$ cat config.mk
export PLATFORM = sky130hd
export DESIGN_NAME = rand_word_fifo_flat
export DESIGN_NICKNAME = d
export VERILOG_FILES = /design/src/rtl/rand_word_fifo_if.sv /design/src/rtl/rand_word_fifo.sv /design/src/flat_wrapper.sv
export SDC_FILE = /design/constraint.sdc
export NUM_CORES = 1
export LEC_CHECK = 0
export ABC_AREA = 1
export BUFFER_PORTS_ARGS = -buffer_cell sky130_fd_sc_hd__buf_4
export CAP_MARGIN = 30
export CELL_PAD_IN_SITES_DETAIL_PLACEMENT = 0
export CELL_PAD_IN_SITES_GLOBAL_PLACEMENT = 2
export CORE_ASPECT_RATIO = 1.1
export CORE_MARGIN = 1
export CORE_UTILIZATION = 38
export DETAILED_ROUTE_END_ITERATION = 10
export PLACE_DENSITY_LB_ADDON = 0.2
export SYNTH_ARGS = -nofsm -noshare
export SYNTH_HDL_FRONTEND = slang
export SYNTH_SLANG_ARGS = --single-unit
export TNS_END_PERCENT = 100
$ cat constraint.sdc
create_clock -name clk -period 3.1 [get_ports clk]
set_input_delay 0.155 -clock clk [delete_from_list [all_inputs] [get_ports clk]]
set_output_delay 0.155 -clock clk [all_outputs]
set_load 0.01 [all_outputs]
$ cat src/rtl/rand_word_fifo_if.sv
// Bundle of the nibble-source and word-consumer signals of rand_word_fifo.
// master: the FIFO block side; slave: the PRNG/consumer side.
interface rand_word_fifo_if #(
   parameter int unsigned WORD_W = 16,
   parameter int unsigned DEPTH  = 4
);
   localparam int unsigned FILL_W = $clog2(DEPTH) + 1;

   logic [3:0]        nib_in;
   logic              nib_done;
   logic              prng_ena;
   logic [WORD_W-1:0] word_out;
   logic              word_valid;
   logic              word_ready;
   logic [FILL_W-1:0] fill;
   logic              ovf;
   logic              health_err;

   modport master (
      input  nib_in, nib_done, word_ready,
      output prng_ena, word_out, word_valid, fill, ovf, health_err
   );

   modport slave (
      output nib_in, nib_done, word_ready,
      input  prng_ena, word_out, word_valid, fill, ovf, health_err
   );
endinterface

$ cat src/rtl/rand_word_fifo.sv
// Assembles PRNG nibbles into words and buffers them in a show-ahead FIFO.
// Optional repetition health check enabled by defining RAND_HEALTH_CHECK_EN.
module rand_word_fifo #(
   parameter int unsigned WORD_W = 16,
   parameter int unsigned DEPTH  = 4
) (
   input  logic             clk,
   input  logic             res_n,
   input  logic             en,
   rand_word_fifo_if.master bus
);
   localparam int unsigned NIBS   = WORD_W / 4;
   localparam int unsigned PTR_W  = $clog2(DEPTH);
   localparam int unsigned FILL_W = PTR_W + 1;
   localparam int unsigned IDX_W  = $clog2(NIBS);
   localparam logic [IDX_W-1:0]  LAST_IDX = IDX_W'(NIBS - 1);
   localparam logic [FILL_W-1:0] FULL     = FILL_W'(DEPTH);

   logic              r_done_q;
   logic [IDX_W-1:0]  r_nib_idx;
   logic [WORD_W-1:0] r_partial;
   logic              r_pend_vld;
   logic [WORD_W-1:0] r_pend_word;
   logic [WORD_W-1:0] r_mem [DEPTH];
   logic [PTR_W-1:0]  r_wr_ptr;
   logic [PTR_W-1:0]  r_rd_ptr;
   logic [FILL_W-1:0] r_fill;
   logic              r_ovf;

   logic              w_cap;
   logic              w_last;
   logic [WORD_W-1:0] w_word;
   logic              w_block;
   logic              w_full;
   logic              w_pop;
   logic              w_push;
   logic              w_drop;
   logic [FILL_W-1:0] w_fill_nxt;

   // Only the rising edge of nib_done delivers a nibble.
   assign w_cap  = en & bus.nib_done & ~r_done_q;
   assign w_last = w_cap & (r_nib_idx == LAST_IDX);

   always_comb begin
      w_word = r_partial;
      w_word[{r_nib_idx, 2'b00} +: 4] = bus.nib_in;
   end

   assign w_full = (r_fill == FULL);
   assign w_pop  = (r_fill != '0) & bus.word_ready;
   assign w_push = r_pend_vld & (~w_full | w_pop);
   assign w_drop = r_pend_vld & w_full & ~w_pop;

   always_comb begin
      w_fill_nxt = r_fill;
      if (w_push && !w_pop) begin
         w_fill_nxt = r_fill + FILL_W'(1);
      end else if (w_pop && !w_push) begin
         w_fill_nxt = r_fill - FILL_W'(1);
      end
   end

`ifdef RAND_HEALTH_CHECK_EN
   logic [WORD_W-1:0] r_prev_word;
   logic              r_have_prev;
   logic [1:0]        r_rep_cnt;
   logic              r_health_err;
   logic              w_same;
   logic [1:0]        w_rep_nxt;

   assign w_same = r_have_prev & (w_word == r_prev_word);

   always_comb begin
      w_rep_nxt = 2'd0;
      if (w_same) begin
         w_rep_nxt = (r_rep_cnt == 2'd2) ? 2'd2 : r_rep_cnt + 2'd1;
      end
   end

   // Third and later identical words in a row are never pushed.
   assign w_block = (w_rep_nxt == 2'd2);

   always_ff @(posedge clk) begin
      if (!res_n) begin
         r_prev_word  <= '0;
         r_have_prev  <= 1'b0;
         r_rep_cnt    <= 2'd0;
         r_health_err <= 1'b0;
      end else if (w_last) begin
         r_prev_word <= w_word;
         r_have_prev <= 1'b1;
         r_rep_cnt   <= w_rep_nxt;
         if (w_block) begin
            r_health_err <= 1'b1;
         end
      end
   end

   assign bus.health_err = r_health_err;
`else
   assign w_block        = 1'b0;
   assign bus.health_err = 1'b0;
`endif

   always_ff @(posedge clk) begin
      if (!res_n) begin
         r_done_q    <= 1'b0;
         r_nib_idx   <= '0;
         r_partial   <= '0;
         r_pend_vld  <= 1'b0;
         r_pend_word <= '0;
         r_wr_ptr    <= '0;
         r_rd_ptr    <= '0;
         r_fill      <= '0;
         r_ovf       <= 1'b0;
         for (int i = 0; i < DEPTH; i++) begin
            r_mem[i] <= '0;
         end
      end else begin
         r_done_q   <= bus.nib_done;
         r_pend_vld <= w_last & ~w_block;
         if (w_last) begin
            r_pend_word <= w_word;
         end
         if (w_cap) begin
            if (w_last) begin
               r_nib_idx <= '0;
               r_partial <= '0;
            end else begin
               r_nib_idx <= r_nib_idx + IDX_W'(1);
               r_partial <= w_word;
            end
         end
         if (w_push) begin
            r_mem[r_wr_ptr] <= r_pend_word;
            r_wr_ptr        <= r_wr_ptr + PTR_W'(1);
         end
         if (w_pop) begin
            r_rd_ptr <= r_rd_ptr + PTR_W'(1);
         end
         r_fill <= w_fill_nxt;
         if (w_drop) begin
            r_ovf <= 1'b1;
         end
      end
   end

   assign bus.prng_ena   = res_n & en & ~w_full;
   assign bus.word_out   = r_mem[r_rd_ptr];
   assign bus.word_valid = (r_fill != '0);
   assign bus.fill       = r_fill;
   assign bus.ovf        = r_ovf;
endmodule

$ cat src/flat_wrapper.sv
// flat-port wrapper written by rule: the top's interface ports become plain ports
module rand_word_fifo_flat 
#(
   parameter int unsigned WORD_W = 16,
   parameter int unsigned DEPTH  = 4
)
  (clk, res_n, en, bus_nib_in, bus_nib_done, bus_word_ready, bus_prng_ena, bus_word_out, bus_word_valid, bus_fill, bus_ovf, bus_health_err);
  rand_word_fifo_if #(.WORD_W(WORD_W), .DEPTH(DEPTH)) bus_i ();
  input  logic clk;
  input  logic res_n;
  input  logic en;
  input wire logic [$bits(bus_i.nib_in)-1:0] bus_nib_in;
  input wire logic [$bits(bus_i.nib_done)-1:0] bus_nib_done;
  input wire logic [$bits(bus_i.word_ready)-1:0] bus_word_ready;
  output wire logic [$bits(bus_i.prng_ena)-1:0] bus_prng_ena;
  output wire logic [$bits(bus_i.word_out)-1:0] bus_word_out;
  output wire logic [$bits(bus_i.word_valid)-1:0] bus_word_valid;
  output wire logic [$bits(bus_i.fill)-1:0] bus_fill;
  output wire logic [$bits(bus_i.ovf)-1:0] bus_ovf;
  output wire logic [$bits(bus_i.health_err)-1:0] bus_health_err;
  assign bus_i.nib_in = bus_nib_in;
  assign bus_i.nib_done = bus_nib_done;
  assign bus_i.word_ready = bus_word_ready;
  assign bus_prng_ena = bus_i.prng_ena;
  assign bus_word_out = bus_i.word_out;
  assign bus_word_valid = bus_i.word_valid;
  assign bus_fill = bus_i.fill;
  assign bus_ovf = bus_i.ovf;
  assign bus_health_err = bus_i.health_err;
  rand_word_fifo #(.WORD_W(WORD_W), .DEPTH(DEPTH)) u_core (.clk(clk), .res_n(res_n), .en(en), .bus(bus_i));
endmodule
---- Yosys cells after proc, flatten, opt, wreduce, memory -nomap -nowiden ----
Memories as Yosys holds them, arrays and structs flattened. A register that Yosys moved wholly into a read port is not among the register bits.
Cells that the tools add are included.
W data, S select, Z words.
operators by class
  add/subtract/negate cells ............... 6
  equality and inequality tests ........... 2
  shifts and indexed selects .............. 2
  multiplexer cells ....................... 14
  bitwise operators ....................... 13
  reductions and logical operators ........ 7
operator list
  operator                  count
  $mux W16                  2
  $bwmux W16                1
  $reduce_or A16 Y1         1
  $shift A4 B6 Y16 const A  1
  $shiftx A4 B6 Y16         1
  $and A1 B1 Y1             9
  $mux W2                   4
  $add A2 B1 Y2 const B     3
  $mux W3                   2
  $neg A4 Y6                1
  $mux W1                   5
  $add A3 B1 Y3 const B     1
  $eq A3 B3 Y1 const B      1
  $not A1 Y1                3
  $reduce_bool A3 Y1        1
  $sub A3 B1 Y3 const B     1
  $eq A2 B2 Y1 const B      1
  $logic_and A1 B1 Y1       2
  $logic_not A1 Y1          2
  $reduce_bool A2 Y1        1
  $or A1 B1 Y1              1
storage, ports and cells
  register bits ........................... 44
  RAM bits ................................ 64
  logic and storage cells ................. 54
  memories ................................ 1
memories
  name          depth  bits a word  rd ports  clocked after memory_dff  wr ports  line                  RTL
  u_core.r_mem  4      16           1         1                         4         rand_word_fifo.sv:24  logic [WORD_W-1:0] r_mem [DEPTH];

---- Depth between registers and ports, before layout ----
  depth in word-level cells ............... 9
  gate-level depth with buffers ........... 12
  depth with buffers taken out ............ 12

---- Least setup slack after synthesis ----
OpenSTA, ideal clock, no wires.
  path kind ............................... reg-to-reg
  start ................................... reg u_core.r_fill[0], in the netlist u_core.bus.fill[0]
  end ..................................... mem u_core.r_mem[0][0], enable pin
  library setup time ...................... 0.411 ns
  arrival time ............................ 1.988 ns
  setup slack ............................. 0.701 ns
  stages on the path, launching flop included .. 5
  period minus slack after synthesis ...... 2.399 ns
  path through ............................ dfxtp_1 -> nor2_2 -> nand3_4 -> nand4_4 -> o21ai_0
RTL lines
  element                   line                   RTL
  start: declaration        rand_word_fifo.sv:27   logic [FILL_W-1:0] r_fill;
  start signal: assignment  rand_word_fifo.sv:141  r_fill <= w_fill_nxt;
  end: declaration          rand_word_fifo.sv:24

==> impl_metrics.env <==
export IMPL_worst_hold_path_type="in -> reg"
export IMPL_first_global_vias=3363
export IMPL_clock_insertion_delay_worst_skew_ns=0.34
export IMPL_initial_antenna_violation_count=0
export IMPL_report_final_setup_viol=0
export IMPL_result_of_the_run="completed"
export IMPL_postLayoutSetupSlackWorst_ns=0.792
export IMPL_dr_first_iter_drc_count=163
export IMPL_worst_setup_path_type="reg -> out"
export IMPL_number_of_instances_resized_during_post_cts_repair=0
export IMPL_core_um2=12200
export IMPL_worst_clock_skew_ns=0.00936
export IMPL_final_net_count=573
export IMPL_cap_viol_max_count=0
export IMPL_total_routing_usage_gr=0.176
export IMPL_initial_core_util=0.397
export IMPL_startpoint_type="flop"
export IMPL_dr_wl_met2_um=5080
export IMPL_post_drt_wl_per_cell_um=14.7
export IMPL_synthesis_area_per_instance_um2=9.07
export IMPL_post_route_met1_wirelength_um=4940
export IMPL_finalSetupTns_ns=0
export IMPL_syn2layout_area_growth_pct=12.2
export IMPL_cts_clk_slew_worst_paths_ns=0.07
export IMPL_post_route_ant_nets=0
export IMPL_timing_final_hold_violations=0
export IMPL_worst_slew_pin_transition_ns=0.905
export IMPL_cts_num_sinks=106
export IMPL_post_layout_total_power_uw=3280
export IMPL_htreeDepth=3
export IMPL_yosysWarningCount=0
export IMPL_detailed_place_hpwl_um=6920
export IMPL_grt_start_max_net_pins=34
export IMPL_count_of_boundary_i_o_pins=32
export IMPL_numPortBuffers=30
export IMPL_overall_overflow_remaining_after_global_route=0
export IMPL_postCtsHoldBufs=0
export IMPL_drt_drc_violations_left=0
export IMPL_yosys_cell_types_count=27
export IMPL_capturing_element_type_of_the_critical_path="output port"
export IMPL_cts_buffers=9
export IMPL_slew_viol_final=0
export IMPL_rsz_0062_raised_after_global_routing="no"
export IMPL_crit_fanout=33
export IMPL_worst_ir_drop_vdd_mv=0.307
export IMPL_post_route_period_util=0.744
export IMPL_syn_nets=552
export IMPL_cts_tree="yes"
export IMPL_fill_cell_total_of_the_finished_layout=1237
export IMPL_drt_pass1_iter_count=4
export IMPL_via_per_inst=4.80
export IMPL_clk_path_buf_depth=2
export IMPL_cts_root_buf="sky130_fd_sc_hd__clkbuf_16"
export IMPL_dp_worst_setup_slack_ns=1.10
export IMPL_dieArea_um2=13200
export IMPL_achievable_frequency_mhz=433
export IMPL_synth_cell_area_um2=4860
export IMPL_layout_min_cycle_time_ns=2.31
export IMPL_vias=3434
export IMPL_gpl_final_weighted_congestion=0.769
export IMPL_p_per_area_nw_per_um2=602
export IMPL_post_cts_setup_buffer_count=0
export IMPL_met3RoutedLength_um=390
export IMPL_sequential_fraction_of_the_synthesis_area=0.568
export IMPL_top_layer="met4"
export IMPL_synth_ff_latch_count=106
export IMPL_critical_path_required_ns=2.94
export IMPL_cp_arrival_ns=2.15
export IMPL_global_route_wire_length_before_repair_um=17300
export IMPL_die_h_um=121
export IMPL_syn_instance_count=536
export IMPL_std_cell_rows=42
export IMPL_share_of_cells_above_drive_strength_1=0.151
export IMPL_antenna_diode_count=0
export IMPL_die_x_um=110
export IMPL_p_leak_uw=0.00232
export IMPL_max_slew_margin_rel=0.395
export IMPL_drt_total_wl_um=10500
per-layer routing:
layer	global-route usage	vias to the layer above
met3	0.0205	9
met1	0.233	1577
met5	0	-
li1	-	1802
met2	0.288	46
met4	0.0717	0
placed cells by master, fill, tap and decap left out, types with 2 or more instances in the layout:
cell type / n
sky130_fd_sc_hd__nand2_1: 87
sky130_fd_sc_hd__nor2_1: 85
sky130_fd_sc_hd__edfxtp_1: 64
sky130_fd_sc_hd__inv_1: 62
sky130_fd_sc_hd__o21ai_0: 50
sky130_fd_sc_hd__dfxtp_1: 42
sky130_fd_sc_hd__buf_4: 37
sky130_fd_sc_hd__a21oi_1: 24
sky130_fd_sc_hd__nor2_2: 19
sky130_fd_sc_hd__nor3_1: 19
sky130_fd_sc_hd__o22ai_1: 16
sky130_fd_sc_hd__nand3_1: 13
sky130_fd_sc_hd__nand2_4: 10
sky130_fd_sc_hd__clkbuf_16: 9
sky130_fd_sc_hd__ha_1: 6
sky130_fd_sc_hd__o21ai_1: 3
sky130_fd_sc_hd__clkbuf_1: 3
sky130_fd_sc_hd__inv_6: 2
cell type report:
type	instances	area [µm²]	area share
sequential	106	2760	0.507
tap	154	193	0.0353
inverter	62	233	0.0427
clock inverter	4	27.5	0.00505
timing repair buffer	37	278	0.0509
clock buffer	12	236	0.0434
multi-input combinational	341	1720	0.316
through the flow:
stage	hold slack (ns)	std cells	area [µm²]	utilization
6_report	0.0290	716	5450	0.445
3_5_place_dp	0.378	700	5190	0.424
4_1_cts	0.0158	716	5450	0.445
3_3_place_gp	0.380	700	5190	0.424
5_1_grt	0.0459	716	5450	0.445
2_1_floorplan	0.248	536	4860	-
critical path, cell delays in order (launching register included):
cell	delay, ns
sky130_fd_sc_hd__dfxtp_1	0.30
sky130_fd_sc_hd__buf_4	0.23
sky130_fd_sc_hd__inv_1	0.69
sky130_fd_sc_hd__o21ai_0	0.17
sky130_fd_sc_hd__o22ai_1	0.23
sky130_fd_sc_hd__buf_4	0.17
Yosys cell counts, drive strengths merged:
| master | n | area [µm²] |
|---|---|---|
| o22ai | 16 | 100 |
| dfxtp | 42 | 841 |
| nand4 | 2 | 33.8 |
| nand2 | 97 | 439 |
| buf | 16 | 101 |
| o21ai | 53 | 265 |
| conb | 1 | 3.75 |
| a21oi | 24 | 120 |
| nor3 | 19 | 95.1 |
| clkbuf | 11 | 41.3 |
| nand3 | 15 | 92.6 |
| inv | 62 | 233 |
| fa | 1 | 20.0 |
| nor2 | 106 | 469 |
| xor2 | 1 | 8.76 |
| ha | 6 | 75.1 |
| edfxtp | 64 | 1920 |
power breakdown:
group          internal, µW  switching (µW)  leakage [µW]
registers              1550            45.9       0.00100
logic                   258             387       0.00119
clock network           549             495      0.000128
total                  2350             928       0.00232
worst paths after layout:
kind	slack, ns	endpoint	depth (start not counted)	start
min	0.03	u_core.r_done_q	3	bus_nib_done
max	0.79	bus_word_out[14]	5	flop
max reg2reg	1.11	u_core.r_pend_word[3]	5	u_core.r_nib_idx[0]
min reg2reg	0.46	u_core.bus.ovf	2	u_core.bus.ovf
kinds of logic (layout without fill, tap and decap cells):
group,Yosys count,count (layout),share of synthesized area
flip-flops,106,106,0.568
AO/OA/AOI/OAI,93,93,0.0999
buffers and inverters,89,115,0.0772
other,1,1,0.000771
AND/OR/NAND/NOR,239,239,0.232
adder cells (fa/ha/maj),7,7,0.0196
XOR/XNOR,1,1,0.00180
sequential cells by signal, summed over array words and instances, names as in the netlist, named ones only:
signal	count
u_core.r_mem	64
u_core.r_pend_word	16
u_core.r_partial	12
u_core.bus.fill	3
u_core.r_nib_idx	2
u_core.r_rd_ptr	2
u_core.r_wr_ptr	2
u_core.bus.ovf	1
u_core.r_done_q	1
u_core.r_pend_vld	1
Note: power is estimated with default switching activity, not from simulation.
